[src/rtl/zoom_scan_controller.sv]
// 2x pixel-replication zoom sequencer: walks the enlarged frame in raster order, reads the source
// image and writes the output frame buffer. Optional FRAME_CNT port under `FRAME_COUNT_EN.
module zoom_scan_controller #(
  parameter int unsigned IMG_WIDTH_IN  = 160,
  parameter int unsigned IMG_HEIGHT_IN = 120,
  parameter int unsigned SHIFT_FACTOR  = 1,
  parameter int unsigned RD_LATENCY    = 1
) (
  input  logic        CLK,
  input  logic        RESET,
  input  logic        START,
  output logic [14:0] R_ADDR,
  input  logic [7:0]  R_DATA,
  output logic [16:0] W_ADDR,
  output logic [7:0]  W_DATA,
  output logic        W_EN,
  output logic        BUSY,
  output logic        DONE
`ifdef FRAME_COUNT_EN
  ,
  output logic [15:0] FRAME_CNT
`endif
);

  localparam int unsigned OUT_W = IMG_WIDTH_IN << SHIFT_FACTOR;
  localparam int unsigned OUT_H = IMG_HEIGHT_IN << SHIFT_FACTOR;
  localparam int unsigned XW    = $clog2(OUT_W);
  localparam int unsigned YW    = $clog2(OUT_H);
  localparam int unsigned DW    = (RD_LATENCY > 1) ? $clog2(RD_LATENCY) : 1;

  localparam logic [XW-1:0] XMax    = XW'(OUT_W - 1);
  localparam logic [YW-1:0] YMax    = YW'(OUT_H - 1);
  localparam logic [DW-1:0] DrainMax = DW'(RD_LATENCY - 1);

  localparam logic [1:0] StIdle   = 2'd0;
  localparam logic [1:0] StScan   = 2'd1;
  localparam logic [1:0] StDrain  = 2'd2;
  localparam logic [1:0] StFinish = 2'd3;

  logic [1:0]    state_q, state_d;
  logic [XW-1:0] x_q, x_d;
  logic [YW-1:0] y_q, y_d;
  logic [DW-1:0] drain_q, drain_d;
  logic [14:0]   r_addr_q, r_addr_d;
  logic [7:0]    data_q;

  // Stage 0 is aligned with R_ADDR; stage RD_LATENCY is aligned with the returning R_DATA.
  logic          vld_q [RD_LATENCY+1];
  logic [16:0]   wa_q  [RD_LATENCY+1];

  always_comb begin
    state_d = state_q;
    x_d     = x_q;
    y_d     = y_q;
    drain_d = drain_q;
    unique case (state_q)
      StIdle: begin
        if (START) begin
          state_d = StScan;
          x_d     = '0;
          y_d     = '0;
        end
      end
      StScan: begin
        if (x_q == XMax) begin
          x_d = '0;
          if (y_q == YMax) begin
            state_d = StDrain;
            drain_d = '0;
          end else begin
            y_d = y_q + 1'b1;
          end
        end else begin
          x_d = x_q + 1'b1;
        end
      end
      StDrain: begin
        if (drain_q == DrainMax) begin
          state_d = StFinish;
        end else begin
          drain_d = drain_q + 1'b1;
        end
      end
      StFinish: state_d = StIdle;
      default:  state_d = StIdle;
    endcase
  end

  // Source address of the coordinate that will be current in the next SCAN cycle.
  assign r_addr_d = 15'(((32'(y_d) >> SHIFT_FACTOR) * IMG_WIDTH_IN) + (32'(x_d) >> SHIFT_FACTOR));

  always_ff @(posedge CLK) begin
    if (RESET) begin
      state_q  <= StIdle;
      x_q      <= '0;
      y_q      <= '0;
      drain_q  <= '0;
      r_addr_q <= '0;
      data_q   <= '0;
      for (int i = 0; i <= int'(RD_LATENCY); i++) begin
        vld_q[i] <= 1'b0;
        wa_q[i]  <= '0;
      end
    end else begin
      state_q <= state_d;
      x_q     <= x_d;
      y_q     <= y_d;
      drain_q <= drain_d;
      if (state_d == StScan) begin
        r_addr_q <= r_addr_d;
        wa_q[0]  <= (state_q == StScan) ? wa_q[0] + 17'd1 : '0;
      end
      vld_q[0] <= (state_d == StScan);
      for (int i = 1; i <= int'(RD_LATENCY); i++) begin
        vld_q[i] <= vld_q[i-1];
        if (vld_q[i-1]) begin
          wa_q[i] <= wa_q[i-1];
        end
      end
      if (vld_q[RD_LATENCY]) begin
        data_q <= R_DATA;
      end
    end
  end

  assign R_ADDR = r_addr_q;
  assign W_EN   = vld_q[RD_LATENCY];
  assign W_ADDR = wa_q[RD_LATENCY];
  assign W_DATA = W_EN ? R_DATA : data_q;
  assign BUSY   = (state_q == StScan) || (state_q == StDrain);
  assign DONE   = (state_q == StFinish);

`ifdef FRAME_COUNT_EN
  logic [15:0] frame_q;

  always_ff @(posedge CLK) begin
    if (RESET) begin
      frame_q <= '0;
    end else if (state_q == StFinish) begin
      frame_q <= frame_q + 16'd1;
    end
  end

  assign FRAME_CNT = frame_q;
`endif

endmodule

[config.mk]
export PLATFORM = sky130hd
export DESIGN_NAME = zoom_scan_controller
export DESIGN_NICKNAME = d
export VERILOG_FILES = /design/src/rtl/zoom_scan_controller.sv
export SDC_FILE = /design/constraint.sdc
export NUM_CORES = 1
export LEC_CHECK = 0
export ABC_AREA = 1
export BUFFER_PORTS_ARGS = -buffer_cell sky130_fd_sc_hd__clkbuf_2
export CAP_MARGIN = 25
export CORE_MARGIN = 2
export CORE_UTILIZATION = 50
export CTS_CLUSTER_SIZE = 14
export DETAILED_ROUTE_END_ITERATION = 10
export GPL_TIMING_DRIVEN = 0
export PLACE_DENSITY = 0.68
export SLEW_MARGIN = 20
export SYNTH_ARGS = -nofsm -noshare
export SYNTH_HDL_FRONTEND = slang
export SYNTH_SLANG_ARGS = --single-unit
export TNS_END_PERCENT = 50
[constraint.sdc]
create_clock -name CLK -period 4.2 [get_ports CLK]
set_clock_uncertainty 0.2 [all_clocks]
set_input_delay 0 -clock CLK [delete_from_list [all_inputs] [get_ports CLK]]
set_output_delay 0 -clock CLK [all_outputs]
set_load 0.01 [all_outputs]
======== After elaboration in Yosys (flattened, before gate mapping) ========
Memory sizes are Yosys's and may differ from the RTL's.
Cells that the tools add are included.
word-level totals
  RAM bits ................................ 36
  word-level logic and storage cells ...... 68
  memories kept ........................... 2
  flip-flop bits (word level) ............. 43
  output and inout bits ................... 43
cells by class
  bitwise operators ....................... 4
  reduce and logical (&&, ||, !) cells .... 7
  multiply operators ...................... 1
  muxes and demuxes ....................... 31
  add/subtract/negate cells ............... 5
  eq/ne operators ......................... 10
memories
  name   depth  width  rd ports  clocked after Yosys merged registers in  write ports  line  RTL
  wa_q   2      17     2         0                                        2            49    logic [16:0] wa_q [RD_LATENCY+1];
  vld_q  2      1      2         0                                        2            48    logic vld_q [RD_LATENCY+1];
operators with widths
  cell                                                                 number
  17-bit two-way mux                                                   3
  8-bit two-way mux                                                    4
  9-bit two-way mux                                                    2
  9-bit one-hot mux with 2 select lines                                1
  17-bit by 1-bit adder with 17-bit output, second input constant      1
  8-bit one-hot mux with 2 select lines                                1
  15-bit by 8-bit adder with 15-bit output                             1
  1-bit two-way mux                                                    14
  7-bit by 3-bit multiplier with 10-bit output, second input constant  1
  9-bit by 1-bit adder with 9-bit output, second input constant        1
  9-bit == test, second input constant                                 1
  8-bit by 1-bit adder with 8-bit output, second input constant        1
  8-bit == test, second input constant                                 1
  2-bit two-way mux                                                    4
  2-bit inequality test, second input constant                         4
  2-bit one-hot mux with 4 select lines                                1
  2-bit by 1-bit == test with 1-bit output, second input constant      2
  2-bit == test, second input constant                                 2
  1-bit OR                                                             4
  4-bit AND reduction                                                  1
  2-bit nonzero test                                                   2
  3-bit AND reduction                                                  1
  2-bit zero test                                                      1
  1-bit one-hot mux with 2 select lines                                1
  3 further kinds                                                      3

======== Logic depth before layout (Yosys ltp) ========
Gate-level depths: netlist (run 1).
  depth in word-level cells ............... 9
  depth in mapped cells ................... 24

======== Least setup slack after synthesis (run 1) ========
No wires, ideal clock.
  kind .................................... register to register
  from .................................... register state_q[0]
  to ...................................... register r_addr_q[13] (netlist: R_ADDR[13])
  arrival time ............................ 3.225 ns
  buffers on the path ..................... 1
  stages on the path, launching flop included .. 24
  path slack .............................. 0.664 ns
  setup time .............................. 0.111 ns
  period minus slack after synthesis ...... 3.536 ns
  cell sequence ........................... dfxtp_1 -> inv_1 -> ha_1 -> inv_1 -> nor2_1 -> a21oi_1 -> inv_1 -> buf_2 -> a21oi_1 -> inv_1 -> ha_1 -> ha_1 -> inv_1 -> fa_1 -> nand3b_1 -> nand2_1 -> xor2_1 -> inv_1 -> nand2_1 -> inv_1 -> nand3_1 -> nand2_1 -> nor2_1 -> nor2_1
on the way
  longest elaborated chain between the ends .. 4
  elaborated cells on any way between the ends .. 14
  those cells by class .................... add/sub (1); mul (1); eq/ne (4); mux (7); reduce/logical (1)
ends and longest elaborated chain
  what                                                                         line  RTL
  from (decl)                                                                  40    logic [1:0] state_q, state_d;
  from (signal assigned)                                                       94    state_q <= StIdle;
  from (signal assigned)                                                       105   state_q <= state_d;
  2-bit by 1-bit == test with 1-bit output or 2-bit zero test (tied branches)  56    unique case (state_q)
  8-bit one-hot mux with 2 select lines *                                      56
  via y_d[2]                                                                   42    logic [YW-1:0] y_q, y_d;
  7-bit by 3-bit multiplier with 10-bit output *                               90    assign r_addr_d = 15'(((32'(y_d) >> SHIFT_FACTOR) * IMG_WIDTH_IN) + (32'(x_d) >> SHIFT_FACTOR));
  15-bit by 8-bit adder with 15-bit output *                                   90
  to (signal assigned)                                                         110   r_addr_q <= r_addr_d;
  to (decl)                                                                    44    logic [14:0] r_addr_q, r_addr_d;
Mark *: on every way through the listed nets, which the timed path passes. The rest lies on a longest branch.
A chain may end at the register's enable or synchronous reset.

======== Worst setup path in the final report (run 1) ========
  from .................................... register x_q[0]
  to ...................................... register r_addr_q[14] (netlist: R_ADDR[14])
on the way
  longest elaborated chain between the ends .. 5
  elaborated cells on any way between the ends .. 11
  those cells by class .................... add/sub (2); mul (1); eq/ne (2); mux (6)
ends and longest elaborated chain
  what                                          line  RTL
  from (decl)                                   41    logic [XW-1:0] x_q, x_d;
  from (signal assigned)                        95    x_q <= '0;
  from (signal assigned)                        106   x_q <= x_d;
  9-bit == test                                 65    if (x_q == XMax) begin
  8-bit two-way mux                             65
  8-bit one-hot mux with 2 select lines         56
  via y_d[4]                                    42
  7-bit by 3-bit multiplier with 10-bit output  90
  15-bit by 8-bit adder with 15-bit output      90
The timed path passes the listed nets, and every way through them passes these cells. The select of a mux whose other input is x is not followed.

==> key figures, run 1 <==
Synthesis
  • Distinct cells, synth: between 40 and 50
  • Synth Register Bits: 78
  • Synth top area share: a little under a quarter
  • Mapped Cells: 533
  • Area contributors post-synth: edfxtp_1, dfxtp_1, nand2_1, inv_1, ha_1
  • Biggest area consumer among synthesized cells: edfxtp_1
  • Mean Syn Cell Area: 8.14 µm²
  • Synth Warn #: 0
  • Main flop type after synthesis: dfxtp_1
  • Synthesized Nets: approximately 570
  • Synthesized cell area: 4340 µm²
  • Top cells by count, synth: nand2_1, inv_1, nor2_1
  • Most frequent cell after synthesis: nand2_1
  • Fraction of registers with async set/reset: 0%
  • Post-synth EDFFs: 34
  • Post-synthesis sequential area ratio: 43.8%

Clock network
  • Clock buffers created by TritonCTS: 9
  • H-tree level count: 3
  • CTS clock-pin slew for the worst setup and hold paths: 0.09 ns
  • CTS tree: done
  • Post CTS Setup Buffer Count: 0
  • Clock Sinks: between 70 and 80
  • Clk root buf: clkbuf_8
  • Worst-Skew Late Latency: 0.36 ns
  • CTS Buffer Depth: 2

Run
  • Max cap viols: 0

Global route
  • Largest net degree at the start of global routing: 18
  • Congestion Overflow GR: 0
  • Vias in the first global route: around 3300
  • First-pass GRT wire length: 14.9 mm
  • Initial antenna violation count: 0
  • Gr usage total: 19.3%

Routing
  • Drt pass-1 iters: 4
  • Via count: 3488
  • DRT antenna net count: 0
  • Routed wire length per instance: 11.9 µm
  • Final wirelength: 8.56 mm
  • DRT iter0 DRCs: between 100 and 150
  • Routed vias/inst: 4.86
  • Drc violations: 0

STA
  • Setup tns final: 0 ns
  • Slew headroom: about half
  • Period Utilization, post-route: between 90 and 100%
  • Fmax: 258 MHz
  • Setup violations, final: 0
  • RSZ-0062 raised after global routing: no
  • Fin. max-slew vios: 0
  • Final hold vios: 0
  • Min Hold Slack: ~0.19 ns
  • Worst-margin pin slew: 0.734 ns
  • Fin crit period: 3.88 ns
  • Setup slack after layout: 0.318 ns

Finish
  • Fraction of layout cells with a size suffix above 1: 20.1%
  • Nets: 640
  • Ant diodes: 0
  • Fin util: 61.7%
  • Area Growth Syn to Fin: 18.1%

Critical path
  • Critical Path End Type: flop
  • Worst-path maximum fanout: 8
  • CP Launch Type: flop
  • Arrival @ worst endpoint: 3.98 ns
  • WS Path Type: reg -> reg
  • Reg-to-reg endpoint: R_ADDR[14]
  • RR Startpoint: x_q[0]
  • CP Data Required Time: 4.30 ns
  • Worst-case reg-to-reg path depth: 22
  • R2R Setup Slk: 0.32 ns

Pwr
  • Leak pwr: around 0.0024 µW
  • Pwr Density: 381 nW/µm²
  • VDD IR max: 0.000233 V
  • Power, Total: between 1500 and 2000 µW

Die
  • Core footprint: 8300 µm²
  • Initial Utilization: between 50% and 60%
  • Chip width: 97.1 µm
  • I/O pin cnt: 54
  • Die area: between 9000 and 10000 µm²
  • Row Count: 33
  • Die height: 97.1 µm

Run status
  • Status: finished, final reports clean

Hold path
  • Hold/Removal Path Class: in -> reg
  • Hold endpoint: state_q[0]
  • Worst Hold Launch: RESET
  • Hold path cells: 3

Placed design
  • Buffers on Ports: 53
  • Final GP Congestion: around 0.89
  • Setup WS pre-CTS: about 0.17 ns
  • Hpwl dp: 6.28 mm
placed cells by master (no fill, tap or decap), drive strengths merged, types with 2 or more instances in the layout:
cell and n:
dfxtp 44, nand3b 2, buf 24, nor3 7
nand2 119, ha 20, o21ai 16, nor2 67
nand4 4, bufinv 4, a21oi 42, xor2 20
edfxtp 34, xnor2 5, inv 74, fa 2
clkbuf 66, nand3 40, clkinv 3, dlygate4sd3 10
metal layers:
layer  vias up  wire length [µm]  track usage [%]
li1       1847                 -                -
met1      1587              3930             23.4
met2        41              4260             34.2
met3        13               231             3.24
met4         0               143             7.26
met5         -                 0                0
how the worst max path moves through the flow:
stage                     cells after the start         end       start
after floorplan                              23  R_ADDR[13]  state_q[0]
after global placement                       23  R_ADDR[13]  state_q[0]
after detailed placement                     23  R_ADDR[13]  state_q[0]
after CTS                                    23  R_ADDR[13]  state_q[1]
after global routing                         23  R_ADDR[13]      x_q[0]
final                                        22  R_ADDR[14]      x_q[0]
state kept, by name, indices dropped and copies added (netlist names):
signal   cells
vld_q        2
state_q      2
R_ADDR      15
data_q       8
y_q          8
wa_q        34
x_q          9
critical path, stage by stage (launching register included):
cell,delay [ns]
dfxtp_1,0.38
ha_1,0.22
nand3_2,0.15
nor2_4,0.16
nand2_4,0.11
nor2_4,0.16
inv_1,0.12
o31ai_1,0.22
nand2_1,0.10
nand2_1,0.15
ha_1,0.26
ha_1,0.25
inv_1,0.08
fa_1,0.46
inv_1,0.10
nand3_1,0.11
nor2_1,0.10
nand2_1,0.09
nor2_1,0.12
nand3_1,0.09
nand2_1,0.08
nor2_1,0.04
nor2_1,0.07
what timing repair did:
item / 4_1_cts / 5_1_grt
hold endpoints to repair: 20 / 0
hold buffers: 10 / 0
setup endpoints to repair: 0 / 3
gates resized for setup: 0 / 6
kinds of logic after synthesis:
logic type,count (synthesis),synth area share [%]
AO/OA/AOI/OAI,65,8.02
XOR/XNOR,25,5.05
adder cells (fa/ha/maj),22,6.69
buffers and inverters,102,11.3
flip-flops,78,43.8
AND/OR/NAND/NOR,241,25.1
final cells by class:
| cell class | instances | area [µm²] |
|---|---|---|
| inverters | 74 | 280 |
| clock inverters | 7 | 145 |
| fillers | 747 | 3180 |
| multi-input cells | 353 | 1960 |
| clock buffers | 9 | 124 |
| flip-flops and latches | 78 | 1900 |
| well taps | 105 | 131 |
| plain buffers | 28 | 209 |
| repair buffers | 63 | 365 |
per-stage QoR:
stage               std cells  instance area (µm²)
finish                    717                 5120
detailed placement        691                 4730
CTS                       717                 5100
global placement          691                 4730
global route              717                 5120
floorplan                 533                 4340
power by group:
group / total [µW] / switching (µW) / internal [µW] / leakage (µW)
combinational: 303 / 184 / 119 / 0.00153
sequential: 892 / 31.1 / 861 / 0.000731
clock: 755 / 296 / 459 / 0.000135
total: 1950 / 511 / 1440 / 0.00239
Note: power is estimated with default switching activity, not from simulation.
==> run 2, diff against run 1 <==
--- a/config.mk
+++ b/config.mk
@@ -6,14 +6,14 @@
 export NUM_CORES = 1
 export LEC_CHECK = 0
 export ABC_AREA = 1
-export BUFFER_PORTS_ARGS = -buffer_cell sky130_fd_sc_hd__clkbuf_2
 export CAP_MARGIN = 25
 export CORE_MARGIN = 2
 export CORE_UTILIZATION = 50
 export CTS_CLUSTER_SIZE = 14
 export DETAILED_ROUTE_END_ITERATION = 10
+export DONT_BUFFER_PORTS = 1
 export GPL_TIMING_DRIVEN = 0
-export PLACE_DENSITY = 0.68
+export PLACE_DENSITY = 0.63
 export SLEW_MARGIN = 20
 export SYNTH_ARGS = -nofsm -noshare
 export SYNTH_HDL_FRONTEND = slang
==> constraint.sdc (replaced) <==
create_clock -name CLK -period 3.9 [get_ports CLK]
set_clock_uncertainty 0.2 [all_clocks]
set_input_delay 0 -clock CLK [delete_from_list [all_inputs] [get_ports CLK]]
set_output_delay 0 -clock CLK [all_outputs]
set_load 0.01 [all_outputs]
==> run 2 against run 1 <==
Cell area decreased by 4.0%; sequential power rose by 8.2%; register-to-register slack worse by 0.06 ns; combinational power about the same; clock power fell by 11%; power shrank 0.61%; global-route usage is 1.3 points lower; critical endpoint is now R_ADDR[13]; fmax rose by 6.6%; count of clock-buffer cells in the layout grew 1; core utilization decreased by 2.5 points; largest power group unchanged.
==> key figures, run 2 (synthesis results as in run 1) <==
Run status
  • Status: finished, final reports clean

STA
  • Fin crit period: 3.64 ns (-0.240 ns)
  • Setup tns final: 0 ns (unchanged)
  • Fmax: 275 MHz (+6.6%)
  • Fin. max-slew vios: 0 (unchanged)
  • Period Utilization, post-route: 93.4% (+0.97 points)
  • Final hold vios: 0 (unchanged)
  • RSZ-0062 raised after global routing: no
  • Slew headroom: 52.5% (+1.5 points)
  • Worst-margin pin slew: 0.711 ns (-0.0222 ns)
  • Setup violations, final: 0 (unchanged)
  • Min Hold Slack: 0.175 ns (-0.0129 ns)

Finish
  • Layout fillers: 769 (+2.9%)
  • Most flops, register: wa_q
  • Most frequent cells in the layout: nand2_1, inv_1, nor2_1
  • Final Instance Area: 4920 µm² (-4.0%)
  • Cell Count, Final, Fillers Out: 673 (-6.1%)
  • Max reg flops: 34 (unchanged)
  • Ant diodes: 0 (unchanged)
  • Commonest non-fill, non-tap cell in the layout: nand2_1
  • Nets: 596 (-6.9%)
  • Fraction of layout cells with a size suffix above 1: 16.2% (-3.9 points)
  • Area Growth Syn to Fin: 13.3%

Critical path
  • Crit path buffers/inverters: 5 (+2)
  • Critical Path End Type: flop
  • WP depth: 23 (+4.5%)
  • Crit-path slowest cell: dfxtp_2
  • WS Path Type: reg -> reg
  • CP Launch Type: flop
  • CP Data Required Time: 3.94 ns (-0.36 ns)
  • Worst setup path end: R_ADDR[13]
  • Arrival @ worst endpoint: 3.68 ns (-0.30 ns)
  • Worst-path maximum fanout: 6 (-2)
  • Reg-to-reg endpoint: R_ADDR[13]
  • Crit-path max cell delay: 0.36 ns (-0.10 ns)
  • RR Startpoint: x_q[0]
  • Worst setup path start: x_q[0]
  • Crit path cell chain: ha_2 -> nand3_4 -> nor2_4 -> nand2_4 -> nor2_4 -> buf_4 -> a211oi_1 -> a21oi_2 -> inv_1 -> ha_1 -> ha_2 -> inv_1 -> fa_2 -> nand3b_1 -> nand2_2 -> xor2_2 -> inv_1 -> nand2_1 -> inv_1 -> nand3_1 -> nand2_1 -> nor2_1 -> nor2_1
  • Most used cell, CP: inv_1
  • R2R Setup Slk: 0.26 ns (-0.06 ns)
  • Worst-case reg-to-reg path depth: 23 (+4.5%)
  • Top delay family on crit path: simple AND/OR/NAND/NOR gates

Die
  • Die area: 9440 µm² (unchanged)
  • Row Count: 33 (unchanged)
  • Die height: 97.1 µm (unchanged)
  • Initial Utilization: 52.3% (unchanged)
  • Chip width: 97.1 µm (unchanged)
  • I/O pin cnt: 54 (unchanged)
  • Core footprint: 8300 µm² (unchanged)

Pwr
  • Flop pwr share: 49.8% (+4.1 points)
  • Sw frac: 27.4% (+1.2 points)
  • Switching power: 531 µW (+4.0%)
  • Clk network pwr share: 34.6% (-4.1 points)
  • P_int: 1410 µW (-2.3%)
  • Power, Total: 1940 µW (-0.61%)
  • VDD IR max: 0.000202 V (-13%)
  • Pwr Density: 394 nW/µm² (+3.5%)
  • Combinational share of power: 15.6% (about the same)
  • Leak pwr: 0.00216 µW (-9.7%)

Placed design
  • Hpwl dp: 6.14 mm (-2.3%)
  • Placed Cells: 638 (-7.7%)
  • Buffers on Ports: 0 (-100%)
  • Final GP Congestion: 0.843 (-5.3%)
  • Post-DP Area: 4470 µm² (-5.6%)

Clock network
  • Clock buffers created by TritonCTS: 9 (unchanged)
  • Clk root buf: clkbuf_8
  • CTS Buffer Depth: 2 (unchanged)
  • CTS tree: done
  • H-tree level count: 3 (unchanged)
  • Clock Sinks: 78 (unchanged)
  • Worst-Skew Late Latency: 0.35 ns (about the same)
  • CTS clock-pin slew for the worst setup and hold paths: 0.08 ns (about the same)

Routing
  • Final wirelength: 8.08 mm (-5.6%)
  • Routed wire length per instance: 12.0 µm (+0.59%)
  • Drt pass-1 iters: 4 (unchanged)
  • Via count: 3282 (-5.9%)
  • Routed vias/inst: 4.88 (+0.25%)
  • DRT antenna net count: 0 (unchanged)
  • Drc violations: 0 (unchanged)
  • DRT iter0 DRCs: 143 (+6.7%)

Hold path
  • Hold/Removal Path Class: in -> reg

Global route
  • First-pass GRT wire length: 14.1 mm (-5.4%)
  • Largest net degree at the start of global routing: 18 (unchanged)
  • Initial antenna violation count: 0 (unchanged)
  • Congestion Overflow GR: 0 (unchanged)
  • Vias in the first global route: 3108 (-6.2%)
  • Gr usage total: 18.0% (-1.3 points)

Run
  • Max cap viols: 0 (unchanged)
==> run 2: cell type report <==
cell class / instances / area [µm²] / share of cell area [%]
timing repair buffer: 19 / 170 / 3.46
clock buffer: 10 / 128 / 2.60
tap: 105 / 131 / 2.67
clock inverter: 6 / 92.6 / 1.88
buffer: 28 / 211 / 4.30
inverter: 74 / 280 / 5.70
multi-input combinational: 353 / 1990 / 40.5
sequential: 78 / 1910 / 38.8
==> run 2: power groups by stage <==
stage / Clock [µW] / Sequential [µW] / Combinational (µW)
after floorplan: 0 / 974 / 231
after global placement: 0 / 980 / 278
after detailed placement: 0 / 983 / 281
after CTS: 688 / 964 / 295
after global routing: 722 / 975 / 337
final: 671 / 965 / 303
==> run 2: worst min path at each step <==
stage                    from         end  slack [ns]  depth (start not counted)
finish              R_DATA[4]   data_q[4]        0.18                          3
global route        R_DATA[6]   data_q[6]        0.19                          3
CTS                 R_DATA[5]   data_q[5]        0.16                          3
detailed placement      RESET  state_q[0]       -0.11                          1
global placement        RESET  state_q[0]       -0.11                          1
floorplan               RESET  state_q[0]       -0.12                          1
==> run 2: per-layer routing <==
metal  part of all wire (%)  GRT usage, %  vias to the layer above  wire, µm
li1                       -             -                     1755         -
met1                     45          22.4                     1483      3670
met2                     50          31.5                       38      4050
met3                    3.6          4.03                        6       293
met4                   0.90          4.55                        0        73
met5                      0             0                        -         0
==> run 2: metrics by stage <==
| step | setup WS, ns | util [%] |
|---|---|---|
| after floorplan | 0.364 | - |
| after global placement | -0.126 | 53.9 |
| after detailed placement | -0.149 | 53.9 |
| after CTS | 0.00652 | 58.0 |
| after global routing | 0.00539 | 59.2 |
| final | 0.257 | 59.2 |
==> run 2: what timing repair did <==
action,CTS,global route
setup endpoints to repair,2,3
pin swaps,0,5
hold endpoints to repair,36,0
hold buffers,11,0
resized for setup,4,20
buffers inserted,0,8
==> run 2: worst min-delay path, delay by kind of cell <==
family	cells	cell delay (ns)
AOI/OAI and AO/OA	1	0.06
buffers and inverters	1	0.53
and+or+nand+nor	1	0.08
